## src/rtl/uart_tx_slave.sv

```systemverilog
// Memory-mapped UART transmitter: TX FIFO, programmable baud divider, 8N1 framing.
// Optional interrupt output enabled by defining UART_TX_IRQ_EN.
module uart_tx_slave #(
    parameter int unsigned FIFO_DEPTH = 8,
    parameter logic [15:0] DIV_RST    = 16'd434
) (
    input  logic        clk,
    input  logic        rst,
    input  logic [31:0] s1_waddr,
    input  logic [31:0] s1_wdata,
    input  logic [3:0]  s1_we,
    input  logic [31:0] s1_raddr,
    output logic [31:0] s1_rdata,
    output logic        uart_txd,
    output logic        irq_o
);

    localparam int unsigned AW      = (FIFO_DEPTH > 1) ? $clog2(FIFO_DEPTH) : 1;
    localparam logic [4:0]  DEPTH_L = 5'(FIFO_DEPTH);

    typedef enum logic [1:0] {StIdle, StStart, StData, StStop} state_t;

    // Register state
    logic [15:0]   bauddiv_q;
    logic          en_q;
    logic          ie_q;
    logic          ovf_q;

    // FIFO state
    logic [7:0]    mem [FIFO_DEPTH];
    logic [AW-1:0] wptr_q, rptr_q;
    logic [4:0]    level_q;

    // Transmitter state
    state_t        state_q;
    logic [7:0]    shreg_q;
    logic [15:0]   div_q;
    logic [15:0]   cnt_q;
    logic [2:0]    bit_q;
    logic          txd_q;

    logic          wr_en;
    logic [1:0]    wsel, rsel;
    logic          push_req, push_ok, pop;
    logic          stat_wr, baud_wr, ctrl_wr;
    logic [15:0]   baud_new;
    logic          full, empty, busy;
    logic [7:0]    head;
    logic          unused;

    assign unused = ^{s1_waddr[31:4], s1_waddr[1:0], s1_raddr[31:4], s1_raddr[1:0],
                      s1_wdata[31:16]};

    assign wr_en    = |s1_we;
    assign wsel     = s1_waddr[3:2];
    assign rsel     = s1_raddr[3:2];
    assign push_req = wr_en && (wsel == 2'd0) && s1_we[0];
    assign stat_wr  = wr_en && (wsel == 2'd1) && s1_we[0];
    assign baud_wr  = wr_en && (wsel == 2'd2) && (s1_we[0] || s1_we[1]);
    assign ctrl_wr  = wr_en && (wsel == 2'd3) && s1_we[0];

    assign full  = (level_q == DEPTH_L);
    assign empty = (level_q == 5'd0);
    assign busy  = (state_q != StIdle);
    assign head  = mem[rptr_q];

    // Pop on idle, or straight out of the last stop-bit cycle so frames abut.
    assign pop = en_q && !empty &&
                 ((state_q == StIdle) || ((state_q == StStop) && (cnt_q == 16'd0)));
    // A push into a full FIFO still fits when the head leaves in the same cycle.
    assign push_ok = push_req && (!full || pop);

    always_comb begin
        baud_new = bauddiv_q;
        if (s1_we[0]) baud_new[7:0] = s1_wdata[7:0];
        if (s1_we[1]) baud_new[15:8] = s1_wdata[15:8];
    end

    always_ff @(posedge clk or posedge rst) begin
        if (rst) begin
            bauddiv_q <= DIV_RST;
            en_q      <= 1'b0;
        end else begin
            if (baud_wr) bauddiv_q <= (baud_new == 16'd0) ? 16'd1 : baud_new;
            if (ctrl_wr) en_q <= s1_wdata[0];
        end
    end

    // Overflow set beats a same-cycle W1C clear.
    always_ff @(posedge clk or posedge rst) begin
        if (rst) begin
            ovf_q <= 1'b0;
        end else if (push_req && !push_ok) begin
            ovf_q <= 1'b1;
        end else if (stat_wr && s1_wdata[3]) begin
            ovf_q <= 1'b0;
        end
    end

    always_ff @(posedge clk) begin
        if (push_ok) mem[wptr_q] <= s1_wdata[7:0];
    end

    always_ff @(posedge clk or posedge rst) begin
        if (rst) begin
            wptr_q  <= '0;
            rptr_q  <= '0;
            level_q <= 5'd0;
        end else begin
            if (push_ok) wptr_q <= wptr_q + 1'b1;
            if (pop) rptr_q <= rptr_q + 1'b1;
            unique case ({push_ok, pop})
                2'b10:   level_q <= level_q + 5'd1;
                2'b01:   level_q <= level_q - 5'd1;
                default: level_q <= level_q;
            endcase
        end
    end

    // Divider is latched at pop so BAUDDIV writes only affect the next frame.
    always_ff @(posedge clk or posedge rst) begin
        if (rst) begin
            state_q <= StIdle;
            shreg_q <= 8'd0;
            div_q   <= 16'd1;
            cnt_q   <= 16'd0;
            bit_q   <= 3'd0;
            txd_q   <= 1'b1;
        end else begin
            unique case (state_q)
                StIdle: begin
                    if (pop) begin
                        state_q <= StStart;
                        shreg_q <= head;
                        div_q   <= bauddiv_q;
                        cnt_q   <= bauddiv_q - 16'd1;
                        txd_q   <= 1'b0;
                    end
                end
                StStart: begin
                    if (cnt_q == 16'd0) begin
                        state_q <= StData;
                        txd_q   <= shreg_q[0];
                        shreg_q <= {1'b0, shreg_q[7:1]};
                        cnt_q   <= div_q - 16'd1;
                        bit_q   <= 3'd0;
                    end else begin
                        cnt_q <= cnt_q - 16'd1;
                    end
                end
                StData: begin
                    if (cnt_q == 16'd0) begin
                        cnt_q <= div_q - 16'd1;
                        if (bit_q == 3'd7) begin
                            state_q <= StStop;
                            txd_q   <= 1'b1;
                        end else begin
                            bit_q   <= bit_q + 3'd1;
                            txd_q   <= shreg_q[0];
                            shreg_q <= {1'b0, shreg_q[7:1]};
                        end
                    end else begin
                        cnt_q <= cnt_q - 16'd1;
                    end
                end
                StStop: begin
                    if (cnt_q == 16'd0) begin
                        if (pop) begin
                            state_q <= StStart;
                            shreg_q <= head;
                            div_q   <= bauddiv_q;
                            cnt_q   <= bauddiv_q - 16'd1;
                            txd_q   <= 1'b0;
                        end else begin
                            state_q <= StIdle;
                        end
                    end else begin
                        cnt_q <= cnt_q - 16'd1;
                    end
                end
                default: begin
                    state_q <= StIdle;
                    txd_q   <= 1'b1;
                end
            endcase
        end
    end

    assign uart_txd = txd_q;

`ifdef UART_TX_IRQ_EN
    logic irq_q;

    always_ff @(posedge clk or posedge rst) begin
        if (rst) begin
            ie_q  <= 1'b0;
            irq_q <= 1'b0;
        end else begin
            if (ctrl_wr) ie_q <= s1_wdata[1];
            irq_q <= (empty & ie_q & ~busy) | (ovf_q & ie_q);
        end
    end

    assign irq_o = irq_q;
`else
    assign ie_q  = 1'b0;
    assign irq_o = 1'b0;
`endif

    always_comb begin
        s1_rdata = 32'd0;
        unique case (rsel)
            2'd0: s1_rdata = 32'd0;
            2'd1: s1_rdata = {23'd0, level_q, ovf_q, empty, full, busy};
            2'd2: s1_rdata = {16'd0, bauddiv_q};
            2'd3: s1_rdata = {30'd0, ie_q, en_q};
            default: s1_rdata = 32'd0;
        endcase
    end

endmodule

```

## config.mk

```make
export PLATFORM = sky130hd
export DESIGN_NAME = uart_tx_slave
export DESIGN_NICKNAME = d
export VERILOG_FILES = /design/src/rtl/uart_tx_slave.sv
export SDC_FILE = /design/constraint.sdc
export NUM_CORES = 1
export LEC_CHECK = 0
export BUFFER_PORTS_ARGS = -buffer_cell sky130_fd_sc_hd__buf_2
export CAP_MARGIN = 0
export CORE_ASPECT_RATIO = 1.25
export CORE_MARGIN = 10
export CORE_UTILIZATION = 30
export CTS_BUF_LIST = sky130_fd_sc_hd__clkbuf_4 sky130_fd_sc_hd__clkbuf_8
export CTS_CLUSTER_SIZE = 30
export DETAILED_ROUTE_END_ITERATION = 10
export PLACE_DENSITY_LB_ADDON = 0.08
export RECOVER_POWER = 100
export REMOVE_ABC_BUFFERS = 1
export SKIP_LAST_GASP = 1
export SLEW_MARGIN = 20
export SYNTH_ARGS = -nofsm -noshare
export SYNTH_HDL_FRONTEND = slang
export SYNTH_SLANG_ARGS = --single-unit
```

## constraint.sdc

```tcl
create_clock -name clk -period 4.7 [get_ports clk]
set_input_delay 0.705 -clock clk [delete_from_list [all_inputs] [get_ports clk]]
set_output_delay 0.705 -clock clk [all_outputs]
set_load 0.02 [all_outputs]
```

Word level (Yosys, flattened, before mapping). Memory sizes are Yosys's and may differ from the RTL's. Index checks and enable logic that the tools add are counted.

RAM bits: 64. Bits in read-only memories: 0. Bits in latches: 0. Register bits: 75. Memories: 1. Input port bits: 102.

Multipliers: 0. Order comparisons: 0. Mux-type cells: 39. Shift operators: 0. Div/mod/pow operators: 0. Reductions and logical operators: 38. Equality and inequality tests: 19. Bitwise operators: 0. $add $sub $neg: 8.

Memory list: mem (words 8, bits a word 8, rd ports 1, clocked after Yosys merged registers in 0, write ports 1, RTL line 30) `logic [7:0] mem [FIFO_DEPTH];`.

Operator list (count): one-hot mux 32 bit (4 select lines) (1); two-way mux 16 bit (6); two-way mux 8 bit (7); one-hot mux 16 bit (3 select lines) (1); subtractor 16 x 1 -> 16 bit (second input constant) (3); logical NOT 16 bit (2); one-hot mux 16 bit (2 select lines) (1); one-hot mux 8 bit (4 select lines) (1); == test 2 bit (second input constant) (7); logical AND 1 bit (14); two-way mux 1 bit (10); two-way mux 2 bit (5); inequality test 2 bit (second input constant) (5); one-hot mux 5 bit (2 select lines) (1); nonzero test 2 bit (5); adder 3 x 1 -> 3 bit (second input constant) (3); two-way mux 3 bit (3); == test 2 x 1 -> 1 bit (second input constant) (4); one-hot mux 2 bit (4 select lines) (1); AND reduction 4 bit (2); logical NOT 2 bit (3); one-hot mux 3 bit (2 select lines) (1); adder 5 x 1 -> 5 bit (second input constant) (1); == test 5 x 4 -> 1 bit (second input constant) (1); other kinds (12) (16).

Depth between registers and ports, before layout. Gate-level depths: netlist (run 1).

Depth in word-level cells: 9. Depth in mapped cells: 18.

Worst setup path after synthesis (run 1). No wires, ideal clock.

Path kind: flip-flop to flip-flop. Start: reg cnt_q[0]. End: reg level_q[4]. Arrival time: 3.627 ns. Clock period less this slack: 3.750 ns. Setup slack: 0.950 ns. Required time: 4.577 ns. Cell stages (with the launch flop): 16. Cell sequence: dfrtp_1 -> inv_1 -> ha_1 -> or4b_1 -> or4_4 -> buf_6 -> o21a_4 -> inv_6 -> buf_12 -> buf_12 -> ha_1 -> clkbuf_1 -> or4b_2 -> o22ai_1 -> o21bai_1 -> xnor2_1.

Cells in the longest elaborated chain, start to end: 8. Elaborated cells between the ends (all ways): 10. Classes of those cells: eq/ne: 2; mux: 1; reduce/logical: 7.

Ends and longest elaborated chain: from (decl) (RTL line 38) `logic [15:0] cnt_q;`; from (signal assigned) (RTL line 136) `cnt_q <= bauddiv_q - 16'd1;`; from (signal assigned) (RTL line 145) `cnt_q <= div_q - 16'd1;`; from (signal assigned) (RTL line 148) `cnt_q <= cnt_q - 16'd1;`; logical NOT 16 bit * (RTL line 69) `((state_q == StIdle) || ((state_q == StStop) && (cnt_q == 16'd0)));`; logical AND 1 bit * (RTL line 69); logical OR 1 bit * (RTL line 69); logical AND 1 bit * (RTL line 68) `assign pop = en_q && !empty &&`; logical OR 1 bit (RTL line 71) `assign push_ok = push_req && (!full || pop);`; logical AND 1 bit (RTL line 71); == test 2 x 1 -> 1 bit or == test 2 bit (tied branches) (RTL line 112) `unique case ({push_ok, pop})`; one-hot mux 5 bit (2 select lines) or nonzero test 2 bit (tied branches); to (signal assigned) (RTL line 113) `2'b10: level_q <= level_q + 5'd1;`; to (signal assigned) (RTL line 114) `2'b01: level_q <= level_q - 5'd1;`; to (signal assigned) (RTL line 115) `default: level_q <= level_q;`; to (decl) (RTL line 32) `logic [4:0] level_q;`.

Every way passes the cells marked *; elsewhere a longest branch is shown, timed or not. A chain may end at the register's enable or synchronous reset.

Final worst setup path (run 1).
Start: reg level_q[1]. End: reg level_q[4].

Cells in the longest elaborated chain, start to end: 8. Elaborated cells between the ends (all ways): 14. Classes of those cells: add/sub: 2; eq/ne: 3; mux: 1; reduce/logical: 8.

Ends and longest elaborated chain: logical NOT 5 bit (RTL line 63) `assign empty = (level_q == 5'd0);`; logical NOT 1 bit (RTL line 68); logical AND 1 bit (2 in series) (RTL line 68); logical OR 1 bit (RTL line 71); logical AND 1 bit (RTL line 71); == test 2 x 1 -> 1 bit or == test 2 bit (tied branches) (RTL line 112); one-hot mux 5 bit (2 select lines) or nonzero test 2 bit (tied branches).

Several ways; a longest one is shown, not always the timed one.

==> PnR_summary.wiki, run 1 <==
{| class="wikitable"
! Metric !! Value
|-
| Average footprint of a synthesized cell || between 10 and 15 µm²
|-
| Power density over the cells || 619 nW/µm²
|-
| Final Hold Fails || 0
|-
| Layout cell share with drive strength beyond 1 || between 15 and 20%
|-
| R2r setup slk || approximately 0.73 ns
|-
| Relative slew margins || -6.33%
|-
| Library cells used by synthesis || slightly below 80
|-
| Utilization of the core after routing || between 30% and 40%
|-
| Final worst path period share || between 80 and 90%
|-
| Largest net degree at the start of global routing || 45
|-
| Path class of the lowest-slack min-delay path || in2reg
|-
| Total clock buffers created by CTS || 17
|-
| Library cell with the largest summed area after synthesis || edfxtp_1
|-
| GRT Total Usage || between 10 and 15%
|-
| Number of H-tree levels || 4
|-
| Die Y || approximately 200 µm
|-
| Final setup margin || about 0.73 ns
|-
| Clock period minus worst slack || between 3 and 4 ns
|-
| Die width || roughly 160 µm
|-
| Data required time at the worst endpoint || approximately 5.1 ns
|-
| Warning count from the yosys run || 0
|-
| Area delta synth->final || 11.1%
|-
| Pins Over Slew Limit || 33
|-
| R2R Path End || level_q[4]$_DFFE_PP0P_
|-
| Cell depth of the worst min-delay path || 2
|-
| Max-cap check violation count || 1
|-
| Drt wl/cell || approximately 21 µm
|-
| Clock Tree Buf Depth || 2
|-
| First-pass detailed-route iteration total || 4
|-
| Clock latency at the later pin of the worst-skew pair || 0.46 ns
|-
| Vias after detailed routing || between 5000 and 6000
|-
| RR Startpoint || level_q[1]$_DFFE_PP0P_
|-
| Synth area leaders || edfxtp_1 25%, dfrtp_1 22%, mux2_2 5.1%, mux4_2 4.7%, ha_1 2.6%
|-
| HPWL Detailed || 15400 µm
|-
| Site row count || between 60 and 70
|-
| Worst-Margin Slew || ~1.6 ns
|-
| Number of diodes || 0
|-
| Largest voltage drop on the vdd net || around 180 µV
|-
| Startpoint-to-endpoint class of the critical path || reg2reg
|-
| Maximum fanout count along the critical path || 16
|-
| Total Die Area || around 32000 µm²
|-
| Worst hold path startpoint || s1_wdata[14]
|-
| Top cell type's share of synthesized area || between 20% and 30%
|-
| Number of synthesized flops with an enable pin || 64
|-
| Post-cts repair resize count || 0
|-
| Final setup violation count || 0
|-
| Launching instance or port of the critical path || level_q[1]$_DFFE_PP0P_
|-
| Clock transition at path regs || 0.11 ns
|-
| Destination of the worst hold path || bauddiv_q[14]$_DFFE_PP0P_
|-
| Endpoint kind of the worst setup timing path || flip-flop
|-
| Number of sinks handled by clock tree synthesis || 139
|-
| Result of the run || complete, but fails checks
|-
| Wire length of the first global-routing pass || between 30000 and 40000 µm
|-
| Count of input and output buffers || 40
|-
| Hold_buf cts || 0
|-
| Fmax || about 250 MHz
|-
| Aggregate global routing overflow || 0
|-
| Netlist area before placement || about 7700 µm²
|-
| Setup repair after global routing missed its margin || no
|-
| Post-Place Worst Slack || about 0.73 ns
|-
| Failing checks || capacitance limit, slew limit
|-
| Master of the slowest instance on the critical path || or4_1
|-
| # IOs || approximately 140
|-
| Number of global-route vias before repair || 5671
|-
| Count of cells along the worst register-to-register path || 10
|-
| Share of synthesized flip-flops with an asynchronous set or reset || 54.0%
|-
| Number of antenna violations at the first check in global routing || 0
|-
| Total core area || 25200 µm²
|-
| CTS tree || done
|-
| Setup crit start kind || flip-flop
|-
| Setup Buffers After CTS || 0
|-
| Initial standard-cell utilization of the core || 30.5%
|-
| Wire length reported by the detailed router || around 22000 µm
|-
| Clock Tree Root || clkbuf_8
|-
| Remaining antenna violation count after routing || 0
|-
| Sequential cell area fraction in the yosys report || 49.6%
|-
| Number of vias per cell after detailed routing || 5.23
|-
| Dominant register cell in the synthesized netlist || dfrtp_1
|-
| CP Data Arrival Time || 4.33 ns
|-
| Count of routing violations after the opening detailed-route iteration || about 280
|-
| Static Leakage || 3.12 nW
|-
| Number of nets in the layout || 816
|-
| Worst hold slack after final layout || 0.484 ns
|-
| Synthesized netlist cell count || ~660
|-
| Detailed-route DRC error count || 0
|-
| Number of synthesized register bits || ~140
|-
| Worst Clk Skew || between 0.02 and 0.025 ns
|-
| TNS Setup || 0 ns
|-
| Cell Chain, Critical Path || or4_1 -> o211ai_1 -> o21a_4 -> inv_6 -> o21ai_2 -> ha_1 -> or4b_2 -> o22ai_1 -> o21bai_1 -> xnor2_1
|-
| Placer's final routability congestion estimate || about 0.8
|-
| Critical Path Max Stage Delay || just under 0.7 ns
|}
-- flip-flops by register name, indices dropped and copies added (netlist names) --
register / flops
bauddiv_q: 16
bit_q: 3
cnt_q: 16
div_q: 16
en_q: 1
level_q: 5
mem: 64
ovf_q: 1
rptr_q: 3
shreg_q: 8
state_q: 2
uart_txd: 1
wptr_q: 3
-- worst max-delay path: cells and delay by family (launching register included) --
family	cells	cell delay (ns)
xor gates and xnor gates	1	0.13
AOI/OAI and AO/OA	5	1.45
and+or+nand+nor	2	1.29
DFF	1	0.50
adders and majority gates	1	0.41
buffers and inverters	1	0.07
-- where the power goes --
part	switching, mW	leakage [nW]	internal, mW	total, mW
logic	1.27	1.43	1.00	2.28
clock network	0.604	0.212	0.413	1.02
registers	0.422	1.48	1.56	1.99
-- cells in the final DEF, fill, tap and decap left out, types with 10 or more instances in the layout --
cell type	instances
inv_1	18
dfrtp_1	68
a21oi_1	18
mux2i_1	17
edfxtp_1	64
clkbuf_8	17
mux4_2	16
nor3_1	25
conb_1	17
clkbuf_1	30
or4_1	10
nor2_1	30
xnor2_1	20
xor2_1	16
o31ai_1	10
nor4_1	19
ha_1	16
o21ai_0	25
buf_2	21
mux2_2	35
nand2_1	41
-- synth_stat cells, types with 3 or more instances --
master and number:
nand2b_1 5, a21boi_0 3, nor3b_1 3, o31a_1 4
o211ai_1 9, nor4_1 19, and3_1 3, o31ai_1 10
a21oi_1 18, mux4_2 16, o221ai_1 3, mux2_2 35
or4_1 9, xor2_1 16, dfrtp_1 68, a211oi_1 4
o22ai_1 5, o21ai_0 24, nand2_1 41, a2bb2oi_1 3
edfxtp_1 64, ha_1 16, mux2i_1 17, nor2_1 30
buf_4 19, and2_1 7, o32ai_1 8, inv_1 19
a32oi_1 4, xnor2_1 20, nor2b_1 4, buf_6 3
mux2_1 8, nand3_1 9, or3_1 6, nor3_1 25
a31oi_1 5, a22o_1 8, buf_1 5, clkbuf_1 25
dfstp_2 7, nand4_1 6
-- stage by stage --
step	instance area, µm²	total power, mW	std cells
floorplan	7410	3.56	619
global placement	8190	4.29	1014
detailed placement	8190	4.33	1014
CTS	8610	5.37	1046
global route	8540	5.66	1046
finish	8540	5.28	1046
-- cells by family after synthesis --
logic type / Yosys count / share of synthesized area (%)
xor+xnor: 36 / 4.10
mux: 76 / 13.2
fa+ha+maj: 16 / 2.61
compound gates: 134 / 12.5
simple gates: 180 / 12.5
buf+inv: 76 / 5.44
other cells: 1 / 0.0488
flops: 139 / 49.6
-- cell type report --
type / instances / area (µm²)
inverters: 21 / 85.1
well taps: 335 / 419
clock buffers: 17 / 234
multi-input cells: 459 / 3510
fillers: 2604 / 16700
clock inverters: 15 / 194
flip-flops and latches: 139 / 3810
repair buffers: 60 / 285
-- worst max path at each step --
stage                              to  slack (ns)
2_1_floorplan  level_q[4]$_DFFE_PP0P_        0.97
4_1_cts        level_q[4]$_DFFE_PP0P_        0.71
5_1_grt        level_q[4]$_DFFE_PP0P_        0.43
3_3_place_gp   level_q[4]$_DFFE_PP0P_        0.80
3_5_place_dp   level_q[4]$_DFFE_PP0P_        0.73
6_report       level_q[4]$_DFFE_PP0P_        0.73
-- routing by layer --
layer / up-vias / wire length (µm) / track usage [%]
met3: 31 / 546 / 2.17
met5: - / 0 / 0
met4: 0 / 616 / 5.65
li1: 2571 / - / -
met2: 108 / 11400 / 24.3
met1: 2760 / 9300 / 15.8
No activity file was read; power rests on OpenSTA's default activity.
==> inputs of run 2 (changes only) <==
--- a/config.mk
+++ b/config.mk
@@ -5,6 +5,7 @@
 export SDC_FILE = /design/constraint.sdc
 export NUM_CORES = 1
 export LEC_CHECK = 0
+export ABC_AREA = 1
 export BUFFER_PORTS_ARGS = -buffer_cell sky130_fd_sc_hd__buf_2
 export CAP_MARGIN = 0
 export CORE_ASPECT_RATIO = 1.25
==> constraint.sdc (replaced) <==
create_clock -name clk -period 4.1 [get_ports clk]
set_input_delay 0.615 -clock clk [delete_from_list [all_inputs] [get_ports clk]]
set_output_delay 0.615 -clock clk [all_outputs]
set_load 0.02 [all_outputs]
==> run 2 against run 1 <==
Critical endpoint unchanged. The run still ends with capacitance limit, slew limit left. Setup slack lost 0.12 ns. Clock-buffer cell count is the same. Hold slack lost 0.055 ns. Critical path type unchanged.
==> PnR_summary.wiki, run 2 <==
{| class="wikitable"
! Metric !! Value
|-
| Result of the run || complete, but fails checks
|-
| Failing checks || capacitance limit, slew limit
|-
| Clock transition at path regs || approximately 0.09 ns
|-
| Cell Chain, Critical Path || inv_1 -> ha_1 -> inv_1 -> nor2_1 -> nand2_1 -> nor2_4 -> nand3_4 -> nand2_1 -> nand2_4 -> nand2_1 -> nand2_1 -> ha_1 -> xor2_1 -> ha_1 -> inv_1 -> nand2_1 -> nand2_1 -> o21ai_0 -> a21oi_1 -> o21ai_0 -> xor2_1
|-
| Pins Over Slew Limit || 36
|-
| Net switching fraction of the power || between 40 and 50%
|-
| GRT Total Usage || approximately 14%
|-
| Area share of fa/ha/maj cells after synthesis || 2.51%
|-
| Family of cells with the greatest summed delay on the critical path || simple AND/OR/NAND/NOR gates
|-
| Static Leakage || 3.74 nW
|-
| Count of routing violations after the opening detailed-route iteration || between 300 and 400
|-
| Top reg by flops || mem
|-
| Worst-Margin Slew || between 1.5 and 2 ns
|-
| Hold_buf cts || 0
|-
| Total Die Area || approximately 34000 µm²
|-
| Master of the slowest instance on the critical path || dfrtp_1
|-
| Final setup violation count || 0
|-
| Compound-cell area share of the yosys netlist || between 10% and 20%
|-
| Site row count || between 60 and 70
|-
| Endpoint kind of the worst setup timing path || flip-flop
|-
| Fillcell total || 2872
|-
| Detailed-route DRC error count || 0
|-
| Switching power || just under 3 mW
|-
| Number of synthesized register bits || 139
|-
| Power share of the combinational group || 47.0%
|-
| Number of nets in the layout || ~1200
|-
| Proportion of synthesized area in mux cells || less than 1%
|-
| Leading cell type in the layout, fill and taps excluded || nand2_1
|-
| Layout cell share with drive strength beyond 1 || approximately 7.0%
|-
| Wire length of the first global-routing pass || ~38000 µm
|-
| Area delta synth->final || 10.2%
|-
| Setup crit start kind || flip-flop
|-
| Number of sinks handled by clock tree synthesis || around 140
|-
| Data required time at the worst endpoint || approximately 4.5 ns
|-
| Synth area leaders || edfxtp_1 24%, dfrtp_1 21%, nand2_1 11%, o21ai_0 7.3%, nor2_1 6.5%
|-
| Clock latency at the later pin of the worst-skew pair || 0.46 ns
|-
| Maximum fanout count along the critical path || 18
|-
| Vias after detailed routing || roughly 6600
|-
| Max-cap check violation count || 1
|-
| Number of H-tree levels || 4
|-
| Startpoint-to-endpoint class of the critical path || reg2reg
|-
| Number of synthesized flops with an enable pin || 64
|-
| Setup Buffers After CTS || 0
|-
| Commonest cells in the netlist || 243 x nand2_1, 138 x nor2_1, 117 x o21ai_0
|-
| Die Y || approximately 200 µm
|-
| Xor/xnor share of the synthesized area || roughly 3.1%
|-
| Average footprint of a synthesized cell || about 8 µm²
|-
| Number of vias per cell after detailed routing || ~4.7
|-
| Clock share of power || a little under a fifth
|-
| # IOs || around 140
|-
| Top cell type's share of synthesized area || around 24%
|-
| Drt wl/cell || 17.2 µm
|-
| Largest family of logic cells by synthesized area || simple AND/OR/NAND/NOR gates
|-
| Netlist area before placement || 7980 µm²
|-
| Clock period minus worst slack || 3.49 ns
|-
| RR Startpoint || cnt_q[0]$_DFF_PP0_
|-
| Post-cts repair resize count || 0
|-
| Power density over the cells || about 700 nW/µm²
|-
| Critical Path Max Stage Delay || 0.40 ns
|-
| Aggregate global routing overflow || 0
|-
| Setup repair after global routing missed its margin || no
|-
| Die width || 166 µm
|-
| Number of global-route vias before repair || around 6700
|-
| Relative slew margins || -14.6%
|-
| Most numerous cell in the Yosys netlist || nand2_1
|-
| Reg power frac || a little over a third
|-
| Final std cell area, no fill || 8800 µm²
|-
| Synthesized netlist cell count || 995
|-
| Final Hold Fails || 0
|-
| Internal || 3.13 mW
|-
| Largest net degree at the start of global routing || 36
|-
| Launching instance or port of the critical path || cnt_q[0]$_DFF_PP0_
|-
| Library cells used by synthesis || 48
|-
| Initial standard-cell utilization of the core || about 31%
|-
| CTS tree || done
|-
| Clock Tree Root || clkbuf_8
|-
| Placer's final routability congestion estimate || around 0.82
|-
| CP Data Arrival Time || approximately 3.9 ns
|-
| Path class of the lowest-slack min-delay path || in2reg
|-
| Most frequent cells in the layout || 247 x nand2_1, 139 x nor2_1, 117 x o21ai_0
|-
| Worst hold path startpoint || s1_waddr[2]
|-
| TNS Setup || 0 ns
|-
| Number of flip-flops in the largest register || 64
|-
| Final worst path period share || 85.2%
|-
| Share of synthesized flip-flops with an asynchronous set or reset || between 50% and 60%
|-
| Fmax || 286 MHz
|-
| Wire length reported by the detailed router || roughly 24000 µm
|-
| First-pass detailed-route iteration total || 6
|-
| Largest voltage drop on the vdd net || 310 µV
|-
| Remaining antenna violation count after routing || 0
|-
| Simple-gate share of the synthesized area || around a quarter
|-
| Sequential cell area fraction in the yosys report || around 48%
|-
| Clock Tree Buf Depth || 2
|-
| Buffer and inverter count on the worst path || 3
|-
| Worst Clk Skew || 0.0180 ns
|-
| Number of diodes || 0
|-
| Library cell with the largest summed area after synthesis || edfxtp_1
|-
| HPWL Detailed || 17600 µm
|-
| Count of input and output buffers || 40
|-
| Cell area reported after detailed placement || about 8500 µm²
|-
| Cell repeated most along the worst path || nand2_1
|-
| Dominant register cell in the synthesized netlist || dfrtp_1
|-
| Total core area || 26100 µm²
|-
| Warning count from the yosys run || 0
|-
| Total clock buffers created by CTS || 17
|-
| Number of antenna violations at the first check in global routing || 0
|}
==> run 2: stage by stage <==
step	utilization (%)	setup slack [ns]	instances	hold WS, ns	total power [mW]
final	33.7	0.607	1394	0.429	6.03
after floorplan	-	1.26	964	0.449	4.10
after global routing	33.7	0.239	1394	0.412	6.62
after global placement	32.7	0.794	1362	0.463	5.04
after detailed placement	32.7	0.814	1362	0.465	5.03
after CTS	34.2	0.785	1394	0.234	6.16
==> run 2: kinds of logic (layout without fill, tap and decap cells) <==
| group | Yosys count | after routing |
|---|---|---|
| xor gates and xnor gates | 28 | 28 |
| and+or+nand+nor | 473 | 473 |
| AOI/OAI and AO/OA | 195 | 195 |
| buffers and inverters | 142 | 185 |
| other | 1 | 17 |
| muxes | 1 | 1 |
| DFF | 139 | 139 |
| adders and majority gates | 16 | 16 |
==> run 2: worst reg2reg max path: cells and delay by family, from the launching register on <==
kind	cells	cell delay (ns)
adder cells (fa/ha/maj)	3	0.73
buffers and inverters	3	0.26
flip-flops	1	0.40
AO/OA/AOI/OAI	3	0.41
XOR/XNOR	2	0.38
AND/OR/NAND/NOR	10	1.26
==> run 2: power groups by stage <==
stage	Sequential [mW]	Clock, mW	Combinational (mW)
global route	2.14	1.20	3.28
floorplan	2.07	0	2.03
detailed placement	2.12	0	2.92
global placement	2.12	0	2.92
finish	2.09	1.11	2.83
CTS	2.09	1.15	2.93
==> run 2: layer usage <==
layer	global-route usage [%]	part of all wire [%]	vias to the layer above
met5	0	0	-
li1	-	-	3369
met3	2.58	2.5	23
met2	26.3	52	105
met4	4.63	2.1	0
met1	16.5	44	3101
==> run 2: worst paths after layout <==
kind / end / slack (ns) / cells past startpoint
worst max-delay path: level_q[4]$_DFFE_PP0P_ / 0.61 / 21
worst min-delay path: ovf_q$_DFFE_PP0P_ / 0.43 / 2
worst max register to register: level_q[4]$_DFFE_PP0P_ / 0.61 / 21
worst min register to register: shreg_q[1]$_DFFE_PP0P_ / 0.48 / 2
max in group asynchronous: bauddiv_q[0]$_DFFE_PP0P_ / 1.60 / 3
min in group asynchronous: bit_q[2]$_DFFE_PP0P_ / 0.56 / 2
==> run 2: final cells by class <==
class	instances	area, µm²	area share [%]
Tap cell	340	425	4.83
Timing Repair Buffer	58	258	2.93
Multi-Input combinational cell	730	3570	40.5
Inverter	95	358	4.07
Clock inverter	15	150	1.71
Sequential cell	139	3810	43.3
Clock buffer	17	234	2.66
